[src/rtl/danger_scheduler.sv]
// -----------------------------------------------------------------------------
// danger_scheduler
//
// Owns three obstacle slots for the danger renderer. On every frame tick while
// the game runs, each active slot scrolls left by `speed` pixels and is retired
// once it would reach or pass x = 0. New obstacles are spawned into the
// lowest-indexed free slot after a pseudo-random gap of frame ticks. The type
// and the next gap are both drawn from one free-running 16-bit LFSR sample.
//
// Ports
//   clk                  system clock
//   rst                  asynchronous, active-high reset
//   frame_tick           one-cycle pulse per frame (vertical blanking)
//   run                  1 = game running, 0 = freeze slots and gap (LFSR runs)
//   restart              one-cycle pulse: clear slots, reload gap, reseed LFSR
//   speed[3:0]           pixels moved per frame tick
//   new_danger_pos1..3   right-edge x of each slot (registered)
//   danger_type1..3      obstacle type of each slot (registered)
//   danger_en1..3        slot active flags (registered)
//   spawn_pulse          high for the one cycle following a spawn
// -----------------------------------------------------------------------------
module danger_scheduler #(
    parameter int unsigned SPAWN_X   = 700,
    parameter int unsigned MIN_GAP   = 40,
    parameter logic [15:0] LFSR_SEED = 16'hACE1
) (
    input  logic       clk,
    input  logic       rst,
    input  logic       frame_tick,
    input  logic       run,
    input  logic       restart,
    input  logic [3:0] speed,
    output logic [9:0] new_danger_pos1,
    output logic [9:0] new_danger_pos2,
    output logic [9:0] new_danger_pos3,
    output logic [2:0] danger_type1,
    output logic [2:0] danger_type2,
    output logic [2:0] danger_type3,
    output logic       danger_en1,
    output logic       danger_en2,
    output logic       danger_en3,
    output logic       spawn_pulse
);

    localparam logic [9:0] SPAWN_POS = 10'(SPAWN_X);
    localparam logic [7:0] GAP_MIN   = 8'(MIN_GAP);

    // State registers
    logic [15:0] r_lfsr;
    logic [9:0]  r_pos  [3];
    logic [2:0]  r_type [3];
    logic [2:0]  r_en;
    logic [7:0]  r_gap;
    logic        r_spawn_pulse;

    // Next-state and helper wires
    logic        w_fb;
    logic        w_tick;
    logic [9:0]  w_speed10;
    logic [2:0]  w_free;
    logic [2:0]  w_target;
    logic        w_spawn;
    logic [2:0]  w_raw;
    logic [2:0]  w_type_new;
    logic [7:0]  w_gap_reload;
    logic [9:0]  w_pos_nxt  [3];
    logic [2:0]  w_type_nxt [3];
    logic [2:0]  w_en_nxt;
    logic [7:0]  w_gap_nxt;

    // -------------------------------------------------------------------------
    // LFSR: free-running, independent of run; restart reseeds so the spawn
    // sequence after a restart replays the sequence seen after reset.
    // -------------------------------------------------------------------------
    assign w_fb = r_lfsr[15] ^ r_lfsr[13] ^ r_lfsr[12] ^ r_lfsr[10];

    always_ff @(posedge clk or posedge rst) begin
        if (rst) begin
            r_lfsr <= LFSR_SEED;
        end else if (restart) begin
            r_lfsr <= LFSR_SEED;
        end else begin
            r_lfsr <= {r_lfsr[14:0], w_fb};
        end
    end

    // -------------------------------------------------------------------------
    // Tick decode and spawn selection (all from start-of-cycle state)
    // -------------------------------------------------------------------------
    assign w_tick    = frame_tick & run & ~restart;
    assign w_speed10 = {6'd0, speed};
    assign w_free    = ~r_en;

    // Lowest-indexed free slot, one-hot; zero when all slots are busy.
    always_comb begin
        w_target = 3'b000;
        if (w_free[0]) begin
            w_target = 3'b001;
        end else if (w_free[1]) begin
            w_target = 3'b010;
        end else if (w_free[2]) begin
            w_target = 3'b100;
        end
    end

    // A zero gap with no free slot simply waits: the gap stays at zero and the
    // spawn fires on the first tick that finds a free slot.
    assign w_spawn = w_tick & (r_gap == 8'd0) & (|w_free);

    // raw 5..7 fold back onto the cactus types 2..4
    assign w_raw        = r_lfsr[2:0];
    assign w_type_new   = (w_raw > 3'd4) ? (w_raw - 3'd3) : w_raw;
    assign w_gap_reload = GAP_MIN + {2'b00, r_lfsr[5:0]};

    // -------------------------------------------------------------------------
    // Next-state for slots and gap counter
    // -------------------------------------------------------------------------
    always_comb begin
        for (int i = 0; i < 3; i++) begin
            w_pos_nxt[i]  = r_pos[i];
            w_type_nxt[i] = r_type[i];
        end
        w_en_nxt  = r_en;
        w_gap_nxt = r_gap;

        if (restart) begin
            // Types deliberately hold across a restart.
            for (int i = 0; i < 3; i++) begin
                w_pos_nxt[i] = 10'd0;
            end
            w_en_nxt  = 3'b000;
            w_gap_nxt = GAP_MIN;
        end else if (w_tick) begin
            for (int i = 0; i < 3; i++) begin
                if (r_en[i]) begin
                    if (r_pos[i] <= w_speed10) begin
                        w_pos_nxt[i] = 10'd0;
                        w_en_nxt[i]  = 1'b0;
                    end else begin
                        w_pos_nxt[i] = r_pos[i] - w_speed10;
                    end
                end else if (w_spawn && w_target[i]) begin
                    // Only slots free at start of cycle can be targeted, so a
                    // slot retired on this tick is never respawned on it.
                    w_pos_nxt[i]  = SPAWN_POS;
                    w_type_nxt[i] = w_type_new;
                    w_en_nxt[i]   = 1'b1;
                end
            end

            if (w_spawn) begin
                w_gap_nxt = w_gap_reload;
            end else if (r_gap != 8'd0) begin
                w_gap_nxt = r_gap - 8'd1;
            end
        end
    end

    always_ff @(posedge clk or posedge rst) begin
        if (rst) begin
            for (int i = 0; i < 3; i++) begin
                r_pos[i]  <= 10'd0;
                r_type[i] <= 3'd0;
            end
            r_en          <= 3'b000;
            r_gap         <= GAP_MIN;
            r_spawn_pulse <= 1'b0;
        end else begin
            for (int i = 0; i < 3; i++) begin
                r_pos[i]  <= w_pos_nxt[i];
                r_type[i] <= w_type_nxt[i];
            end
            r_en          <= w_en_nxt;
            r_gap         <= w_gap_nxt;
            r_spawn_pulse <= w_spawn;
        end
    end

    // -------------------------------------------------------------------------
    // Outputs straight from registers
    // -------------------------------------------------------------------------
    assign new_danger_pos1 = r_pos[0];
    assign new_danger_pos2 = r_pos[1];
    assign new_danger_pos3 = r_pos[2];
    assign danger_type1    = r_type[0];
    assign danger_type2    = r_type[1];
    assign danger_type3    = r_type[2];
    assign danger_en1      = r_en[0];
    assign danger_en2      = r_en[1];
    assign danger_en3      = r_en[2];
    assign spawn_pulse     = r_spawn_pulse;

endmodule

[config.mk]
export PLATFORM = sky130hd
export DESIGN_NAME = danger_scheduler
export DESIGN_NICKNAME = d
export VERILOG_FILES = /design/src/rtl/danger_scheduler.sv
export SDC_FILE = /design/constraint.sdc
export NUM_CORES = 1
export LEC_CHECK = 0
export BUFFER_PORTS_ARGS = -buffer_cell sky130_fd_sc_hd__buf_2
export CAP_MARGIN = 0
export CORE_ASPECT_RATIO = 0.75
export CORE_MARGIN = 3
export CORE_UTILIZATION = 40
export DETAILED_ROUTE_END_ITERATION = 8
export PLACE_DENSITY_LB_ADDON = 0.25
export RECOVER_POWER = 50
export SETUP_SLACK_MARGIN = 0.2
export SLEW_MARGIN = 20
export SYNTH_ARGS = -nofsm -noshare
export SYNTH_HDL_FRONTEND = slang
export SYNTH_SLANG_ARGS = --single-unit
[constraint.sdc]
create_clock -name clk -period 3.1 [get_ports clk]
set_clock_uncertainty 0.15 [all_clocks]
set_input_delay 0.775 -clock clk [delete_from_list [all_inputs] [get_ports clk]]
set_output_delay 0.775 -clock clk [all_outputs]
set_load 0.02 [all_outputs]
After elaboration in Yosys (flattened, before gate mapping)
Index checks and enable logic that the tools add are counted.
{"block": "totals", "regBits": 67, "input_bits": 9, "output_inout_bits": 43, "elab_cells": 81}
{"block": "classes", "n_addsub": 6, "magnitude_cmp": 4, "muxes": 31, "bitwise": 12, "n_reduce_logical": 18}
{"op": "10-bit 2-to-1 mux", "n": 9}
{"op": "30-bit 2-to-1 mux", "n": 2}
{"op": "8-bit 2-to-1 mux", "n": 4}
{"op": "10-bit by 4-bit <= comparator with 1-bit output", "n": 3}
{"op": "10-bit by 4-bit subtractor with 10-bit output", "n": 3}
{"op": "3-bit 2-to-1 mux", "n": 6}
{"op": "16-bit 2-to-1 mux", "n": 1}
{"op": "4-bit AND reduction", "n": 3}
{"op": "3-bit nonzero test", "n": 4}
{"op": "1-bit 2-to-1 mux", "n": 9}
{"op": "8-bit logical NOT", "n": 1}
{"op": "2-bit AND reduction", "n": 4}
{"op": "8-bit nonzero test", "n": 1}
{"op": "8-bit by 1-bit subtractor with 8-bit output, second input constant", "n": 1}
{"op": "6-bit by 6-bit adder with 7-bit output, first input constant", "n": 1}
{"op": "1-bit bitwise AND", "n": 4}
{"op": "1-bit inverter", "n": 4}
{"op": "3-bit > comparator, second input constant", "n": 1}
{"op": "1-bit logical AND", "n": 3}
{"op": "3-bit inverter", "n": 1}
{"op": "3-bit OR reduction", "n": 1}
{"op": "3-bit by 2-bit subtractor with 3-bit output, second input constant", "n": 1}
{"op": "1-bit bitwise XOR", "n": 3}
{"op": "2-bit nonzero test", "n": 1}

Longest topological paths before layout
Gate-level depths: netlist of the first run.
{"block": "depth", "word_depth": 9, "depth_mapped": 9, "ltp_nobuf": 9}

Least setup slack after synthesis of the first run
Ideal clock, no wire load.
{"block": "synth_path", "path_type": "input port to flip-flop", "from": "input speed[1]", "to": "register r_pos (netlist bit new_danger_pos2[7])", "setup_ps": 142, "arrival_ps": 2460, "path_slack_ps": 347, "cell_stages": 7, "path_buffers": 0, "cell_sequence": "inv_1 -> ha_1 -> nor2b_1 -> o31a_1 -> or4b_2 -> a21oi_1 -> o211ai_1"}
{"block": "synth_between", "elab_chain_cells": 5}
{"element": "start: declaration", "line": "32", "source": "input logic [3:0] speed,"}
{"element": "10-bit by 4-bit subtractor with 10-bit output or 10-bit by 4-bit <= comparator with 1-bit output (tied branches)", "line": "140, 136"}
{"element": "10-bit 2-to-1 mux (*)", "line": "136", "source": "if (r_pos[i] <= w_speed10) begin"}
{"element": "10-bit 2-to-1 mux (*)", "line": "135", "source": "if (r_en[i]) begin"}
{"element": "30-bit 2-to-1 mux (*)", "line": "133", "source": "end else if (w_tick) begin"}
{"element": "30-bit 2-to-1 mux (*)", "line": "126", "source": "if (restart) begin"}
{"element": "end signal: indexed assignment", "line": "170", "source": "r_pos[i] <= w_pos_nxt[i];"}
{"element": "end: declaration", "line": "50", "source": "logic [9:0] r_pos [3];"}
Mark *: on every way between the ends. The rest lies on a longest branch, timed or not. The select of a mux whose other input is x is not followed.
A chain may end at the register's enable or synchronous reset.

Worst setup path after layout of the first run
{"block": "layout_path", "from": "register r_gap[0]", "to": "register r_gap[0]"}
{"block": "layout_between", "elab_chain_cells": 6}
{"element": "start: declaration", "line": "53", "source": "logic [7:0] r_gap;"}
{"element": "start signal: assignment", "line": "174", "source": "r_gap <= w_gap_nxt;"}
{"element": "branches (longest 6 deep; another with 8-bit by 1-bit subtractor with 8-bit output)"}
Several ways; the timed one is not identified. The select of a mux whose other input is x is not followed.

==> qor.tcl, run 1 <==
set qor(outcome) {finished, final reports clean}
set qor(detail_route.vias_per_cell) 5.600
set qor(floorplan.initialDensity) 0.4206
set qor(regToRegStartpoint) {r_gap[0]}
set qor(worstRegToRegCells) 8
set qor(die_area_um2) 10940
set qor(synthesis.area_per_instance_um2) 9.685
set qor(num-nets-final) 489
set qor(post_route_fraction_of_the_period_consumed_by_the_critical_path) 0.8644
set qor(hold_viol_final) 0
set qor(grt_antenna_before_repair) 0
set qor(power_per_cell_area_nw_per_um2) 494.1
set qor(layout.area.seq_um2) 1689
set qor(globalplace.congestion) 0.9425
set qor(slew_at_the_pin_closest_to_its_max_slew_limit_ns) 1.109
set qor(post_synthesis_net_count) 430
set qor(die_height_um) 91.34
set qor(reg2reg_to) {r_gap[0]}
set qor(report.final.slew_viol_count) 0
set qor(synth_enable_flop_cells) 0
set qor(leakage_nw) 2.143
set qor(cts_hold_repair.buffers) 0
set qor(finalCoreUtilization) 0.4981
set qor(worstHoldPathType) {reg -> reg}
set qor(synthesis.instances) 401
set qor(path_clk_slew_ns) 0.06
set qor(finalSetupViolCount) 0
set qor(timing.critical_path.to_type) {register}
set qor(grt.busiest_layer) {met1}
set qor(detailed_place_hpwl_um) 6924
set qor(first_global_vias) 3143
set qor(route.detailed.wl_per_inst_um) 15.74
set qor(num_rows) 30
set qor(min_from) {r_lfsr[9]}
set qor(worstSetupStartpointType) {register}
set qor(area_delta_synth_final_pct) 18.43
set qor(cts_repair_resize_count) 0
set qor(setup.reg_to_reg.worst_slack_ns) 0.42
set qor(synthTopCellsByArea) {sky130_fd_sc_hd__dfrtp_1 37%, sky130_fd_sc_hd__dfstp_2 6.8%, sky130_fd_sc_hd__ha_1 5.5%, sky130_fd_sc_hd__o21ai_0 4.0%, sky130_fd_sc_hd__nor2_1 3.0%}
set qor(synth_top_cell_area_share) 0.3673
set qor(clock_insertion_delay_at_the_later_pin_of_the_skew_report_ns) 0.34
set qor(synthMostInstantiatedCell) {sky130_fd_sc_hd__dfrtp_1}
set qor(synthFlopType) {sky130_fd_sc_hd__dfrtp_1}
set qor(vias) 3321
set qor(synthArstFlopShare) 1.000
set qor(gr_util_met3) 0.05479
set qor(cp.required_ns) 3.13
set qor(cts_made_buffers) 9
set qor(post-route-min-period_ns) 2.680
set qor(synth_cell_types) 62
set qor(drt_first_iter_violations) 222
set qor(grt_setup_unrepaired) {no}
set qor(holdPathStages) 1
set qor(globalRoute.totalOverflow) 0
set qor(synth.cells.most_frequent) {57 x sky130_fd_sc_hd__dfrtp_1, 31 x sky130_fd_sc_hd__nor2_1, 31 x sky130_fd_sc_hd__o21ai_0, 27 x sky130_fd_sc_hd__nand2_1, 22 x sky130_fd_sc_hd__inv_1}
set qor(route.antenna.remaining_nets) 0
set qor(grt_usage) 0.1829
set qor(synth_top_cell_by_area) {sky130_fd_sc_hd__dfrtp_1}
set qor(cp.arrival_ns) 2.71
set qor(chipWidth_um) 119.8
set qor(synth.cell_area_um2) 3884
set qor(grt_pass1_wl_um) 15890
set qor(ys.warnings.count) 0
set qor(drt_wl_total_um) 9333
set qor(pwr-share-clk) 0.475
set qor(post_route_cells_drive_above_1_share) 0.2172
set qor(timing.setup.critical_path_class) {reg -> reg}
set qor(critical_path_peak_fanout) 15
set qor(cell_internal_pwr_mw) 1.732
set qor(port_buffers) 51
set qor(tritoncts_clock_tree) {done}
set qor(drc) 0
set qor(synth_sequential_area_ratio) 0.4349
set qor(max-cap-violations) 0
set qor(grt_use_met1) 0.2692
set qor(cts_num_sinks) 67
set qor(timing.hold.worst_endpoint) {r_lfsr[10]}
set qor(design.portCount) 52
set qor(core_area_um2) 9234
set qor(multiInputGateArea_um2) 2029
set qor(htree_levels) 3
set qor(seq_power_share) 0.412
set qor(root_buffer) {sky130_fd_sc_hd__clkbuf_16}
set qor(clock.fmax_ghz) 0.3732
set qor(synth-seq-cells) 67
set qor(p_sw_uw) 540.3
set qor(antenna_cells) 0
set qor(dr.pass1.iters) 5
set qor(pwr-share-comb) 0.113
set qor(worst_ir_drop_vdd_v) 0.0002884
set qor(finalSetupTns_ns) 0
set qor(post-cts-setup-buffer-count) 0
set qor(final.fill_count) 896
set qor(grt_max_degree) 46
set qor(grt.met2_usage) 0.2495
set qor(slew_headroom) 0.2609
set qor(power_switching_share) 0.2377
set qor(clock_tree.buffer_depth) 2
## critical path: stages (launching register included)
cell                        delay, ns
sky130_fd_sc_hd__dfrtp_1         0.41
sky130_fd_sc_hd__inv_1           0.11
sky130_fd_sc_hd__ha_1            0.16
sky130_fd_sc_hd__or3b_2          0.53
sky130_fd_sc_hd__a2111oi_4       0.47
sky130_fd_sc_hd__buf_4           0.28
sky130_fd_sc_hd__nor2_1          0.05
sky130_fd_sc_hd__a221oi_1        0.29
sky130_fd_sc_hd__nor2_1          0.07
## registers in the layout (all words and copies together) (netlist names)
name             cells
danger_type1         3
danger_type2         3
danger_type3         3
new_danger_pos1     10
new_danger_pos2     10
new_danger_pos3     10
r_en                 3
r_gap                8
r_lfsr              16
spawn_pulse          1
## cells in the final DEF, fill, tap and decap left out, types with 4 or more instances in the layout
cell / count
sky130_fd_sc_hd__or4_1: 8
sky130_fd_sc_hd__a21o_1: 4
sky130_fd_sc_hd__nor4_1: 5
sky130_fd_sc_hd__o21a_1: 6
sky130_fd_sc_hd__or2_2: 10
sky130_fd_sc_hd__buf_2: 45
sky130_fd_sc_hd__dfrtp_1: 57
sky130_fd_sc_hd__clkbuf_16: 9
sky130_fd_sc_hd__a31oi_1: 7
sky130_fd_sc_hd__ha_1: 17
sky130_fd_sc_hd__o31a_1: 4
sky130_fd_sc_hd__nor3_1: 10
sky130_fd_sc_hd__a21oi_1: 19
sky130_fd_sc_hd__inv_1: 22
sky130_fd_sc_hd__o31ai_1: 9
sky130_fd_sc_hd__nor2b_1: 10
sky130_fd_sc_hd__and2_1: 8
sky130_fd_sc_hd__a22o_1: 9
sky130_fd_sc_hd__nand2b_1: 4
sky130_fd_sc_hd__buf_4: 9
sky130_fd_sc_hd__nor2_1: 31
sky130_fd_sc_hd__nor3b_1: 4
sky130_fd_sc_hd__xor2_1: 5
sky130_fd_sc_hd__o21ai_0: 31
sky130_fd_sc_hd__dfstp_2: 10
sky130_fd_sc_hd__nand2_1: 27
sky130_fd_sc_hd__xnor2_1: 7
sky130_fd_sc_hd__clkbuf_1: 11
sky130_fd_sc_hd__nand3_1: 6
## logic make-up (layout without fill, tap and decap cells)
| kind of cell | after synthesis | in the layout | synth area share |
|---|---|---|---|
| compound gates | 121 | 121 | 0.2155 |
| simple gates | 143 | 143 | 0.2046 |
| flops | 67 | 67 | 0.4349 |
| fa+ha+maj | 20 | 20 | 0.07023 |
| buf+inv | 36 | 100 | 0.04252 |
| mux | 2 | 2 | 0.005155 |
| xor+xnor | 12 | 12 | 0.02706 |
## layer usage
layer / up-vias / wire length, um
li1: 1608 / -
met1: 1591 / 4623
met2: 108 / 3842
met3: 14 / 719
met4: 0 / 147
met5: - / 0
## power by group through the flow
stage | clock (mW) | combinational (mW) | sequential [mW]
2_1_floorplan | 0 | 0.179 | 0.951
3_3_place_gp | 0 | 0.253 | 0.949
3_5_place_dp | 0 | 0.258 | 0.950
4_1_cts | 1.11 | 0.260 | 0.936
5_1_grt | 1.15 | 0.291 | 0.939
6_report | 1.08 | 0.257 | 0.936
## final cells by class
type / count / area share
flip-flops and latches: 67 / 0.3672
clock inverters: 2 / 0.01306
multi-input cells: 298 / 0.4412
inverters: 22 / 0.01795
clock buffers: 14 / 0.05522
well taps: 128 / 0.03482
repair buffers: 62 / 0.07046
## metrics by stage
stage               cells  power (mW)  worst slack (ns)  cell area (um2)  hold slack [ns]
finish                593       2.273            0.4202             4599           0.2794
global route          593       2.382            0.2139             4599           0.3069
CTS                   593       2.308            0.4568             4626           0.2798
detailed placement    577       1.208            0.1360             4312           0.2675
global placement      577       1.202            0.2112             4312           0.2666
floorplan             401       1.130            0.3474             3884           0.2602
## worst max path at each step
stage / from / end / slack [ns] / depth (start not counted)
floorplan: speed[1] / new_danger_pos2[7] / 0.35 / 7
global placement: speed[1] / new_danger_pos2[7] / 0.21 / 8
detailed placement: speed[1] / new_danger_pos3[9] / 0.14 / 8
CTS: r_gap[0] / r_gap[0] / 0.46 / 8
global route: r_gap[0] / r_gap[0] / 0.21 / 8
finish: r_gap[0] / r_gap[0] / 0.42 / 8
Note: power is estimated with default switching activity, not from simulation.
==> run 2, diff against run 1 <==
--- a/config.mk
+++ b/config.mk
@@ -12,7 +12,7 @@
 export CORE_UTILIZATION = 40
 export DETAILED_ROUTE_END_ITERATION = 8
 export PLACE_DENSITY_LB_ADDON = 0.25
-export RECOVER_POWER = 50
+export RECOVER_POWER = 100
 export SETUP_SLACK_MARGIN = 0.2
 export SLEW_MARGIN = 20
 export SYNTH_ARGS = -nofsm -noshare
==> constraint.sdc (replaced) <==
create_clock -name clk -period 2.88 [get_ports clk]
set_clock_uncertainty 0.15 [all_clocks]
set_input_delay 0.72 -clock clk [delete_from_list [all_inputs] [get_ports clk]]
set_output_delay 0.72 -clock clk [all_outputs]
set_load 0.02 [all_outputs]
==> qor.tcl, run 2 (synthesis results as in run 1) <==
set qor(worst_ir_drop_vdd_v) 0.0002829
set qor(drt_wl_total_um) 9356
set qor(worstSetupStartpointType) {input pin}
set qor(hold_viol_final) 0
set qor(report.final.slew_viol_count) 0
set qor(cts_made_buffers) 9
set qor(drc) 0
set qor(mostFrequentLayoutCell) {sky130_fd_sc_hd__dfrtp_1}
set qor(pwr-share-clk) 0.456
set qor(wl_met2_um) 3767
set qor(worstHoldPathType) {reg -> reg}
set qor(number_of_flip_flops_under_the_largest_register_name) 16
set qor(globalRoute.totalOverflow) 0
set qor(critical_path_depth) 8
set qor(finalSetupViolCount) 0
set qor(detail_route.vias_per_cell) 5.487
set qor(crit_family) {simple AND/OR/NAND/NOR gates}
set qor(power_switching_share) 0.2587
set qor(clock.fmax_ghz) 0.3777
set qor(cp.arrival_ns) 2.69
set qor(die_height_um) 91.34
set qor(crit_end) {new_danger_pos2[7]}
set qor(port_buffers) 51
set qor(dp_slack_ns) -0.1028
set qor(grt_max_degree) 47
set qor(max-cap-violations) 0
set qor(post_route_fraction_of_the_period_consumed_by_the_critical_path) 0.9192
set qor(fin_hold_ws_ns) 0.2778
set qor(route.detailed.wl_per_inst_um) 15.62
set qor(grt_pass1_wl_um) 15690
set qor(num_rows) 30
set qor(area_delta_synth_final_pct) 17.46
set qor(tritoncts_clock_tree) {done}
set qor(max_stage_delay_ns) 0.64
set qor(grt_antenna_before_repair) 0
set qor(post-cts-setup-buffer-count) 0
set qor(leakage_nw) 1.977
set qor(largest-register) {r_lfsr}
set qor(timing.critical_path.from) {speed[1]}
set qor(seq_power_share) 0.427
set qor(root_buffer) {sky130_fd_sc_hd__clkbuf_16}
set qor(first_global_vias) 3063
set qor(detailed_place_hpwl_um) 6909
set qor(totalPowerFinal_mw) 2.358
set qor(floorplan.initialDensity) 0.4206
set qor(cts_hold_repair.buffers) 0
set qor(pwr-share-comb) 0.117
set qor(vias) 3287
set qor(dr.max_layer_used) {met4}
set qor(antenna_cells) 0
set qor(clock_insertion_delay_at_the_later_pin_of_the_skew_report_ns) 0.33
set qor(cell_internal_pwr_mw) 1.748
set qor(path_buf_inv) 2
set qor(dr.pass1.iters) 4
set qor(mostFrequentLayoutCells) {57 x sky130_fd_sc_hd__dfrtp_1, 49 x sky130_fd_sc_hd__clkbuf_1, 32 x sky130_fd_sc_hd__o21ai_0}
set qor(path_clk_slew_ns) 0.05
set qor(drt_first_iter_violations) 202
set qor(m1WireLength_um) 4878
set qor(cpMaxStageDelayCell) {sky130_fd_sc_hd__or4b_2}
set qor(worstRegToRegCells) 7
set qor(post-route-min-period_ns) 2.647
set qor(design.portCount) 52
set qor(power_per_cell_area_nw_per_um2) 516.9
set qor(regToRegStartpoint) {r_gap[0]}
set qor(timing.critical_path.cells) {buf_2 -> clkinvlp_4 -> ha_1 -> nor2b_1 -> o31a_1 -> or4b_2 -> a21oi_1 -> o211ai_1}
set qor(slew_headroom) 0.2194
set qor(cp.required_ns) 2.92
set qor(setup.reg_to_reg.worst_slack_ns) 0.31
set qor(p_sw_uw) 609.9
set qor(htree_levels) 3
set qor(clock_tree.buffer_depth) 2
set qor(chipWidth_um) 119.8
set qor(route.met3.wl_um) 593
set qor(timing.setup.critical_path_class) {in -> reg}
set qor(holdPathStages) 1
set qor(die_area_um2) 10940
set qor(route.antenna.remaining_nets) 0
set qor(globalplace.congestion) 0.9072
set qor(slew_at_the_pin_closest_to_its_max_slew_limit_ns) 1.171
set qor(postLayoutSetupSlackWorst_ns) 0.2327
set qor(grt_usage) 0.1798
set qor(timing.critical_path.to_type) {register}
set qor(outcome) {finished, final reports clean}
set qor(grt_setup_unrepaired) {yes}
set qor(num-nets-final) 495
set qor(core_area_um2) 9234
set qor(post_route_cells_drive_above_1_share) 0.1444
set qor(reg2reg_to) {new_danger_pos1[7]}
set qor(cts_num_sinks) 67
set qor(critical_path_peak_fanout) 6
==> run 2: cell types whose count changed in the layout (fill, tap and decap cells not counted), moves of 3 or more <==
cell and change:
sky130_fd_sc_hd__clkinv_2 +3, sky130_fd_sc_hd__buf_2 -38, sky130_fd_sc_hd__clkinvlp_4 +3, sky130_fd_sc_hd__clkbuf_1 +38
==> run 2: repair_timing <==
action                                 in CTS  in global routing
endpoints found under the hold margin       0                  0
setup endpoints to repair                   0                  6
resized for setup                           0                  2
==> run 2: per-layer routing <==
layer,GRT usage,vias up
met2,0.2430,91
met5,0,-
li1,-,1620
met4,0.04862,0
met3,0.06102,12
met1,0.2713,1564
==> run 2: how the worst min path moves through the flow <==
stage | slack [ns] | end | startpoint
2_1_floorplan | 0.26 | r_lfsr[10] | r_lfsr[9]
3_3_place_gp | 0.26 | r_lfsr[10] | r_lfsr[9]
3_5_place_dp | 0.27 | r_lfsr[10] | r_lfsr[9]
4_1_cts | 0.26 | danger_type3[0] | rst
5_1_grt | 0.29 | r_lfsr[10] | r_lfsr[9]
6_report | 0.28 | r_lfsr[10] | r_lfsr[9]
==> run 2: power groups by stage <==
stage          Clock, mW  Sequential [mW]  Combinational [mW]
2_1_floorplan          0             1.02               0.194
3_3_place_gp           0             1.02               0.281
3_5_place_dp           0             1.02               0.287
4_1_cts             1.11             1.01               0.289
5_1_grt             1.16             1.01               0.311
6_report            1.08             1.01               0.276
==> run 2: per-stage QoR <==
step	utilization	setup TNS, ns	cells	instance area, um2
after floorplan	-	0	401	3900
after global placement	0.4736	-0.06443	583	4373
after detailed placement	0.4736	-0.1654	583	4373
after CTS	0.5054	0	599	4667
after global routing	0.4940	0	599	4562
final	0.4940	0	599	4562
==> run 2: final cells by class <==
cell class | instances | area, um2
clock buffers | 9 | 225.2
clock inverters | 7 | 68.82
fillers | 908 | 4672
inverters | 22 | 86.33
multi-input cells | 298 | 2022
flip-flops and latches | 67 | 1689
well taps | 128 | 160.2
repair buffers | 68 | 310.3
